===== src/rtl/fp32_pkg.sv =====
// -----------------------------------------------------------------------------
// fp32_pkg
//   Shared FP32 definitions for the single-precision datapath (multiplier,
//   int->FP32 converter and downstream stages).
//   Contents:
//     BIAS, LATENCY, EXP_MAX, QNAN   numeric constants
//     fp32_t                         packed {sign, exp[7:0], man[22:0]} view
//     op_class_t                     operand-pair class resolved in S1
//     is_special / is_zero           field tests (exp all-ones / exp zero, DAZ)
// -----------------------------------------------------------------------------
package fp32_pkg;

  localparam int          BIAS    = 127;
  localparam int          LATENCY = 3;
  localparam logic [7:0]  EXP_MAX = 8'hFF;
  localparam logic [31:0] QNAN    = 32'h7FC0_0000;

  typedef struct packed {
    logic        sign;
    logic [7:0]  exp;
    logic [22:0] man;
  } fp32_t;

  // How the product of an operand pair is formed in the pack stage.
  typedef enum logic [1:0] {
    CLS_FINITE = 2'd0,  // both operands normal: full multiply/round path
    CLS_ZERO   = 2'd1,  // at least one operand zero (incl. denormals)
    CLS_INF    = 2'd2,  // infinite result without exception
    CLS_EXC    = 2'd3   // exceptional operand combination
  } op_class_t;

  function automatic logic is_special(fp32_t x);
    return x.exp == EXP_MAX;
  endfunction

  // Denormals-are-zero: an exponent field of 0 means zero regardless of man.
  function automatic logic is_zero(fp32_t x);
    return x.exp == 8'd0;
  endfunction

endpackage


===== src/rtl/fp32_round_rne.sv =====
// -----------------------------------------------------------------------------
// fp32_round_rne
//   Combinational round-to-nearest-even of a 23-bit mantissa fraction given
//   its guard and sticky bits. Shared with the int->FP32 converter.
//   Ports:
//     m          in   23  fraction bits before rounding
//     g          in   1   guard bit (first bit below m[0])
//     s          in   1   sticky bit (OR of all bits below the guard)
//     m_rounded  out  23  fraction after rounding
//     carry      out  1   rounding overflowed the fraction (caller bumps exp)
// -----------------------------------------------------------------------------
module fp32_round_rne (
  input  logic [22:0] m,
  input  logic        g,
  input  logic        s,
  output logic [22:0] m_rounded,
  output logic        carry
);

  logic up;

  // Round up above half, or exactly at half when m is odd (ties to even).
  assign up = g & (s | m[0]);

  assign {carry, m_rounded} = {1'b0, m} + {23'd0, up};

endmodule


===== src/rtl/fp32_mul_pipeline.sv =====
// -----------------------------------------------------------------------------
// fp32_mul_pipeline
//   3-stage pipelined FP32 multiplier, result = a * b, with round-to-nearest-
//   even, flush-to-zero and denormals-are-zero.
//     S1 unpack   : sign, operand class, 48-bit mantissa product, biased esum
//     S2 normalise: select 23-bit fraction, guard and sticky; adjust exponent
//     S3 round    : RNE, overflow/underflow detection, pack; drives outputs
//   Ports:
//     clk, rst            clock; synchronous active-high reset
//     in_valid/in_ready   input handshake for operands a, b
//     a, b                FP32 operands
//     out_valid/out_ready output handshake for result and flags
//     result              FP32 product
//     Exception           special operand combination
//     Overflow            finite product too large; result = +/-Inf
//     Underflow           nonzero product below normal range; result = +/-0
//   Configuration macro: FP32_MUL_IEEE_SPECIALS_EN
//     defined   : NaN or Inf*0 -> QNAN with Exception; Inf*finite -> +/-Inf
//     undefined : any operand with exp=FF -> +/-0 with Exception
// -----------------------------------------------------------------------------
module fp32_mul_pipeline
  import fp32_pkg::*;
(
  input  logic        clk,
  input  logic        rst,
  input  logic        in_valid,
  output logic        in_ready,
  input  logic [31:0] a,
  input  logic [31:0] b,
  output logic        out_valid,
  input  logic        out_ready,
  output logic [31:0] result,
  output logic        Exception,
  output logic        Overflow,
  output logic        Underflow
);

  // Handshake: a word moves across an interface on a rising edge where its
  // valid and ready are both high. valid never depends on ready. The whole
  // pipe shifts by one stage whenever the output register is empty or is
  // being drained (adv); bubbles travel with the data and are not collapsed,
  // so when adv is low every stage, including result and flags, holds.
  logic adv;

  assign adv      = !out_valid || out_ready;
  assign in_ready = adv && !rst;

  // ---------------------------------------------------------------------------
  // S1: unpack
  // ---------------------------------------------------------------------------
  fp32_t       op_a, op_b;
  logic        a_zero, b_zero, a_spec, b_spec;
  op_class_t   cls_d;
  logic [47:0] prod_d;
  logic [9:0]  esum_d;

  assign op_a   = a;
  assign op_b   = b;
  assign a_zero = is_zero(op_a);
  assign b_zero = is_zero(op_b);
  assign a_spec = is_special(op_a);
  assign b_spec = is_special(op_b);

  assign prod_d = {24'd0, 1'b1, op_a.man} * {24'd0, 1'b1, op_b.man};
  // Two's-complement 10-bit exponent; the range -125..381 cannot wrap.
  assign esum_d = {2'b00, op_a.exp} + {2'b00, op_b.exp} - 10'(BIAS);

`ifdef FP32_MUL_IEEE_SPECIALS_EN
  logic a_nan, b_nan;

  assign a_nan = a_spec && (op_a.man != 23'd0);
  assign b_nan = b_spec && (op_b.man != 23'd0);

  always_comb begin
    cls_d = CLS_FINITE;
    if (a_nan || b_nan || (a_spec && b_zero) || (b_spec && a_zero)) begin
      cls_d = CLS_EXC;
    end else if (a_spec || b_spec) begin
      cls_d = CLS_INF;
    end else if (a_zero || b_zero) begin
      cls_d = CLS_ZERO;
    end
  end
`else
  always_comb begin
    cls_d = CLS_FINITE;
    if (a_spec || b_spec) begin
      cls_d = CLS_EXC;
    end else if (a_zero || b_zero) begin
      cls_d = CLS_ZERO;
    end
  end
`endif

  logic        s1_valid;
  logic        s1_sign;
  op_class_t   s1_cls;
  logic [47:0] s1_prod;
  logic [9:0]  s1_esum;

  always_ff @(posedge clk) begin
    if (rst) begin
      s1_valid <= 1'b0;
      s1_sign  <= 1'b0;
      s1_cls   <= CLS_ZERO;
      s1_prod  <= '0;
      s1_esum  <= '0;
    end else if (adv) begin
      s1_valid <= in_valid;
      s1_sign  <= op_a.sign ^ op_b.sign;
      s1_cls   <= cls_d;
      s1_prod  <= prod_d;
      s1_esum  <= esum_d;
    end
  end

  // ---------------------------------------------------------------------------
  // S2: normalise. The product of two [1,2) mantissas lies in [1,4), so at
  // most a one-bit shift is needed.
  // ---------------------------------------------------------------------------
  logic [22:0] norm_m;
  logic        norm_g, norm_s;
  logic [9:0]  norm_exp;

  always_comb begin
    if (s1_prod[47]) begin
      norm_m   = s1_prod[46:24];
      norm_g   = s1_prod[23];
      norm_s   = |s1_prod[22:0];
      norm_exp = s1_esum + 10'd1;
    end else begin
      norm_m   = s1_prod[45:23];
      norm_g   = s1_prod[22];
      norm_s   = |s1_prod[21:0];
      norm_exp = s1_esum;
    end
  end

  logic        s2_valid;
  logic        s2_sign;
  op_class_t   s2_cls;
  logic [22:0] s2_m;
  logic        s2_g, s2_s;
  logic [9:0]  s2_exp;

  always_ff @(posedge clk) begin
    if (rst) begin
      s2_valid <= 1'b0;
      s2_sign  <= 1'b0;
      s2_cls   <= CLS_ZERO;
      s2_m     <= '0;
      s2_g     <= 1'b0;
      s2_s     <= 1'b0;
      s2_exp   <= '0;
    end else if (adv) begin
      s2_valid <= s1_valid;
      s2_sign  <= s1_sign;
      s2_cls   <= s1_cls;
      s2_m     <= norm_m;
      s2_g     <= norm_g;
      s2_s     <= norm_s;
      s2_exp   <= norm_exp;
    end
  end

  // ---------------------------------------------------------------------------
  // S3: round and pack
  // ---------------------------------------------------------------------------
  logic [22:0] m_rnd;
  logic        rnd_carry;
  logic [9:0]  exp_r;
  logic [31:0] result_d;
  logic        exc_d, ovf_d, unf_d;

  fp32_round_rne u_round (
    .m         (s2_m),
    .g         (s2_g),
    .s         (s2_s),
    .m_rounded (m_rnd),
    .carry     (rnd_carry)
  );

  // A rounding carry leaves the fraction at zero and bumps the exponent.
  assign exp_r = s2_exp + {9'd0, rnd_carry};

  always_comb begin
    result_d = {s2_sign, 31'd0};
    exc_d    = 1'b0;
    ovf_d    = 1'b0;
    unf_d    = 1'b0;
    case (s2_cls)
      CLS_EXC: begin
`ifdef FP32_MUL_IEEE_SPECIALS_EN
        result_d = QNAN;
`else
        result_d = {s2_sign, 31'd0};
`endif
        exc_d    = 1'b1;
      end
      CLS_INF: begin
        result_d = {s2_sign, EXP_MAX, 23'd0};
      end
      CLS_ZERO: begin
        result_d = {s2_sign, 31'd0};
      end
      default: begin
        // exp_r[9] set means a negative exponent.
        if (!exp_r[9] && (exp_r >= 10'd255)) begin
          result_d = {s2_sign, EXP_MAX, 23'd0};
          ovf_d    = 1'b1;
        end else if (exp_r[9] || (exp_r == 10'd0)) begin
          result_d = {s2_sign, 31'd0};
          unf_d    = 1'b1;
        end else begin
          result_d = {s2_sign, exp_r[7:0], m_rnd};
        end
      end
    endcase
  end

  always_ff @(posedge clk) begin
    if (rst) begin
      out_valid <= 1'b0;
      result    <= '0;
      Exception <= 1'b0;
      Overflow  <= 1'b0;
      Underflow <= 1'b0;
    end else if (adv) begin
      out_valid <= s2_valid;
      // Bubbles leave the last result in place; it is qualified by out_valid.
      if (s2_valid) begin
        result    <= result_d;
        Exception <= exc_d;
        Overflow  <= ovf_d;
        Underflow <= unf_d;
      end
    end
  end

endmodule

===== config.mk =====
export PLATFORM = sky130hd
export DESIGN_NAME = fp32_mul_pipeline
export DESIGN_NICKNAME = d
export VERILOG_FILES = /design/src/rtl/fp32_pkg.sv /design/src/rtl/fp32_round_rne.sv /design/src/rtl/fp32_mul_pipeline.sv
export SDC_FILE = /design/constraint.sdc
export NUM_CORES = 2
export LEC_CHECK = 0
export CAP_MARGIN = 20
export CORE_MARGIN = 4
export CORE_UTILIZATION = 60
export DETAILED_ROUTE_END_ITERATION = 10
export GPL_TIMING_DRIVEN = 0
export PLACE_DENSITY = 0.81
export SLEW_MARGIN = 25
export SYNTH_ARGS = -nofsm -noshare
export SYNTH_HDL_FRONTEND = slang
export SYNTH_SLANG_ARGS = --single-unit

===== constraint.sdc =====
create_clock -name clk -period 14 [get_ports clk]
set_clock_uncertainty 0.15 [all_clocks]
set_input_delay 2.1 -clock clk [delete_from_list [all_inputs] [get_ports clk]]
set_output_delay 2.1 -clock clk [all_outputs]
set_load 0.02 [all_outputs]

After elaboration in Yosys (flattened, before gate mapping)
Index checks and enable logic that the tools add are counted.
W data, S select, Z words.
{"block": "op_classes", "addsub": 5, "mul": 1, "div": 0, "n_lt_le_gt_ge": 1, "n_eq_ne": 5, "shift": 0, "mux": 15, "bitwise_logic": 3, "n_reduce_logical": 17}
{"op": "$mux W31", "n": 2}
{"op": "$pmux W31 S2", "n": 1}
{"op": "$mul A24 B24 Y48", "n": 1}
{"op": "$add A23 B1 Y24", "n": 1}
{"op": "$mux W23", "n": 1}
{"op": "$reduce_or A23 Y1", "n": 1}
{"op": "$reduce_or A22 Y1", "n": 1}
{"op": "$eq A8 B8 Y1 const B", "n": 2}
{"op": "$logic_not A8 Y1", "n": 2}
{"op": "$add A10 B1 Y10", "n": 1}
{"op": "$add A10 B1 Y10 const B", "n": 1}
{"op": "$ge A10 B8 Y1 const B", "n": 1}
{"op": "$logic_not A10 Y1", "n": 1}
{"op": "$mux W10", "n": 1}
{"op": "$sub A9 B7 Y10 const B", "n": 1}
{"op": "$add A8 B8 Y9", "n": 1}
{"op": "$mux W1", "n": 9}
{"op": "$eq A2 B2 Y1 const B", "n": 2}
{"op": "$logic_or A1 B1 Y1", "n": 4}
{"op": "$logic_not A1 Y1", "n": 3}
{"op": "$reduce_or A3 Y1", "n": 1}
{"op": "$eq A2 B1 Y1 const B", "n": 1}
{"op": "$logic_and A1 B1 Y1", "n": 2}
{"op": "$mux W2", "n": 1}
{"op": "other kinds (5)", "n": 5}
{"block": "totals", "regBits": 137, "latch_bits": 0, "ram_bits": 0, "romBits": 0, "input_bits": 68, "out_inout_bits": 37, "word_cells": 64, "mem_count": 0}

Depth between registers and ports, before layout
{"block": "logic_depth", "word_depth": 9, "mapped_depth": 26}

Cells and area by module
From an unflattened synthesis, not the netlist that was laid out.
{"block": "unflattened", "hier_cells": 2854, "hier_area_um2": 25077.8}
{"module": "fp32_mul_pipeline", "instances": 1, "cells_each": 2783, "area_each_um2": 24581.1, "seq_area_each_um2": 2742.6}
{"module": "fp32_round_rne", "instances": 1, "cells_each": 71, "area_each_um2": 496.7, "seq_area_each_um2": 0.0}

Least setup slack after synthesis
Ideal clock, no wire load.
{"block": "synth_timing", "path_kind": "input port to flip-flop", "from": "in b[12]", "to": "reg s1_prod[43]", "arrival_time_ns": 8.300, "setup_slack_ns": 5.479, "path_stages": 25, "path_cell_list": "clkbuf_1 > clkbuf_1 > nand2_1 > fa_1 > inv_1 > fa_1 > inv_1 > fa_1 > fa_1 > inv_1 > fa_1 > fa_1 > inv_1 > fa_1 > inv_1 > ha_1 > clkbuf_1 > a21o_1 > a31o_2 > nor4_1 > o211ai_1 > and3b_1 > o21ai_0 > or3b_1 > a21oi_1"}
{"block": "synth_between", "elab_chain_cells": 1}
{"element": "start, declared", "line": "fp32_mul_pipeline.sv:29", "rtl": "input logic [31:0] b,"}
{"element": "$mul A24 B24 Y48", "line": "fp32_mul_pipeline.sv:64", "rtl": "assign prod_d = {24'd0, 1'b1, op_a.man} * {24'd0, 1'b1, op_b.man};"}
{"element": "end signal, assigned", "line": "fp32_mul_pipeline.sv:112", "rtl": "s1_prod <= prod_d;"}
{"element": "end, declared", "line": "fp32_mul_pipeline.sv:98", "rtl": "logic [47:0] s1_prod;"}
Every way passes these cells.
A chain may end at the register's enable or synchronous reset.

Worst setup path after layout
{"block": "layout_timing", "from": "in a[14]", "to": "reg s1_prod[45]"}
{"block": "layout_between", "elab_chain_cells": 1}
{"element": "start, declared", "line": "fp32_mul_pipeline.sv:28", "rtl": "input logic [31:0] a,"}
{"element": "$mul A24 B24 Y48", "line": "fp32_mul_pipeline.sv:64"}
Every way passes these cells.

==> impl_metrics.csv <==
group,metric,value,unit
route,routed_wl,76740,microns
global_route,grt_max_degree,17,
finish,antenna_cells,0,
sta,whs,0.3016,ns
setup_path,critPathRequiredTime,14.16,ns
placement,io_buffers,100,
synth,synth_top_area_share,38.55,%
synth,synth_seq_cells,137,
die,initial_utilization,61.02,%
synth,syn_inst,2885,
placement,dpl_worst_slack,3.585,ns
cts,path_clk_slew,0.06,ns
cts,clock-sinks,137,
finish,drive_above_1_share,2.089,%
sta,timing.final.crit_share,72.17,%
synth,ys_seq_area_share,10.93,%
synth,yosysWarningCount,0,
die,ioPinCount,105,
setup_path,crit_type,"input pin to flip-flop",
finish,nets,3748,
sta,fin_ws,3.896,ns
global_route,grt_pass1_wl,118600,microns
finish,area_growth,9.013,%
sta,finalSetupTns,0,ns
cts,post-cts-setup-buffer-count,0,
die,dieArea,45140,sq um
route,wl_per_cell,21.63,microns
synth,synthesis.nets,3629,
cts,cts_resized,0,
placement,routabilityCongestion,1.041,
sta,worst_pin_slew,0.9756,ns
sta,slew_headroom,34.96,%
global_route,overflow,0,
setup_path,cp.arrival,10.26,ns
global_route,antenna_found_initial,0,
sta,fin_crit,10.10,ns
synth,synthesis.area,25080,sq um
cts,worstSkewPairLatency,0.42,ns
die,row_count,74,
global_route,grt_use_total,34.57,%
sta,clock.fmax,98.97,MHz
sta,hold_violations,0,
flow_run,max_cap_viol_count,0,
finish,layout_common_cells,"588 x inv_1, 483 x fa_1, 402 x nand2_1",
min_path,min_to,"result[6]",
cts,cts_root_buf,"clkbuf_16",
global_route,globalRouteMet2Util,58.10,%
synth,synth_largest_area_cell,"fa_1",
setup_path,rrSetupSlack,9.54,ns
setup_path,path_max_fanout,10,
synth,avgSynthCellArea,8.695,sq um
route,drt_drc_violations_left,0,
route,vias_per_cell,5.744,
min_path,hp-class,"flip-flop to flip-flop",
synth,synth_cell_type_count,79,
route,dr.pass1.iters,7,
route,ant_nets,0,
min_path,hp-start,"result[6]",
cts,cts_buffers,17,
cts,clk_path_buf_depth,2,
finish,final_common_cell,"inv_1",
sta,rsz0062_at_grt,"no",
setup_path,r2r_cells,18,
die,chipHeight,212.5,microns
synth,synthTopCellsByArea,"fa_1 39%, dfxtp_1 11%, ha_1 9.6%, inv_1 8.8%, and2_1 6.2%",
global_route,use_met3,8.308,%
placement,dp_hpwl,63820,microns
synth,synth_edf_count,0,
cts,postCtsHoldBufs,0,
global_route,grt.busiest_layer,"met2",
sta,finalMaxSlewViolations,0,
setup_path,worst_setup_path_end_kind,"flip-flop",
setup_path,r2r-start,"s2_m[0]",
route,drt_iter0_drc,1825,
global_route,grtUsageMet1,42.63,%
global_route,grt_pass1_vias,21550,
cts,cts_tree,"yes",
setup_path,reg2reg_to,"result[10]",
finish,fillCellCount,3473,
sta,setup_viol,0,
die,core,41110,sq um
die,die_width,212.5,microns
status,outcome,"completed",
cts,htreeDepth,4,
synth,async_reset_ff_share,0,%
synth,synth_flop_cell,"dfxtp_1",
setup_path,critical_path.startpoint_type,"input pin",
route,num_vias,20380,
min_path,min_path_cells,2,
synth_stat cells (8+ instances only):
cell type / number
inv_1: 588
fa_1: 483
nand2_1: 402
and2_1: 250
ha_1: 193
dfxtp_1: 137
clkbuf_1: 132
nor2_1: 119
a21oi_1: 99
o21ai_0: 60
a211oi_1: 50
xnor2_1: 37
nand3_1: 36
xor2_1: 32
a21o_1: 30
mux2i_1: 28
and3_1: 23
nand4_1: 23
nor3_1: 12
or3_1: 12
nor4_1: 11
o211ai_1: 8
worst max-delay path, stage by stage:
cell and delay, ns:
clkdlybuf4s50_1 0.87, clkbuf_1 0.67, nand2_1 0.18, fa_1 0.58, inv_1 0.06, fa_1 0.51
inv_1 0.07, fa_1 0.47, fa_1 0.55, inv_1 0.05, fa_1 0.50, fa_1 0.49
inv_1 0.05, fa_1 0.59, inv_1 0.07, ha_1 0.27, clkbuf_1 0.26, a21o_1 0.24
a21o_1 0.13, a21oi_1 0.08, o21ai_0 0.57, o211ai_2 0.24, a2111oi_4 0.45, or3_1 0.16
nand3_1 0.06
cell type report:
class,instances,area (sq um),area share [%]
Sequential cell,137,2743,10.03
Buffer,145,566.8,2.073
Tap cell,532,665.6,2.434
Inverter,592,2222,8.126
Multi-Input combinational cell,2011,19550,71.50
Timing Repair Buffer,100,1001,3.660
Clock inverter,10,143.9,0.5262
Clock buffer,21,450.4,1.647
cell families after synthesis:
group                      count (synthesis)  share of synthesized area [%]
muxes                                     28                          1.117
DFF                                      137                          10.93
buffers and inverters                    737                          11.12
AOI/OAI and AO/OA                        322                          8.619
adders and majority gates                676                          48.17
and+or+nand+nor                          916                          17.63
xor gates and xnor gates                  69                          2.409
worst max path at each step:
stage               startpoint     endpoint  slack (ns)  cells after the start
finish                   a[14]  s1_prod[45]        3.90                     25
detailed placement       a[11]  s1_prod[41]        3.59                     24
global placement         a[13]  s1_prod[41]        3.61                     26
global route             a[11]  s1_prod[41]        3.66                     26
CTS                      a[11]  s1_prod[41]        4.04                     24
floorplan                b[12]  s1_prod[43]        5.48                     25
flip-flops by register name, summed over array words and instances, names as in the netlist, 2 cells and up:
register  cells
s1_prod      48
result       32
s2_m         23
s1_esum      10
s2_exp       10
s1_cls        2
s2_cls        2
per-stage QoR:
step	cell area, sq um	instances	util [%]
global route	27350	3548	66.52
finish	27350	3548	66.52
detailed placement	26750	3517	65.07
floorplan	25080	2885	-
global placement	26750	3517	65.07
CTS	27350	3548	66.52
layer usage:
layer,share of wire [%],wire (microns),vias to the layer above
met5,0,0,-
li1,-,-,9072
met1,38,29150,10050
met4,5.9,4507,0
met2,47,35970,1004
met3,9.3,7109,256
Power is left out: the tool's default activity adds up to more than one toggle a clock period on the data nets, which glitch-free logic cannot reach.
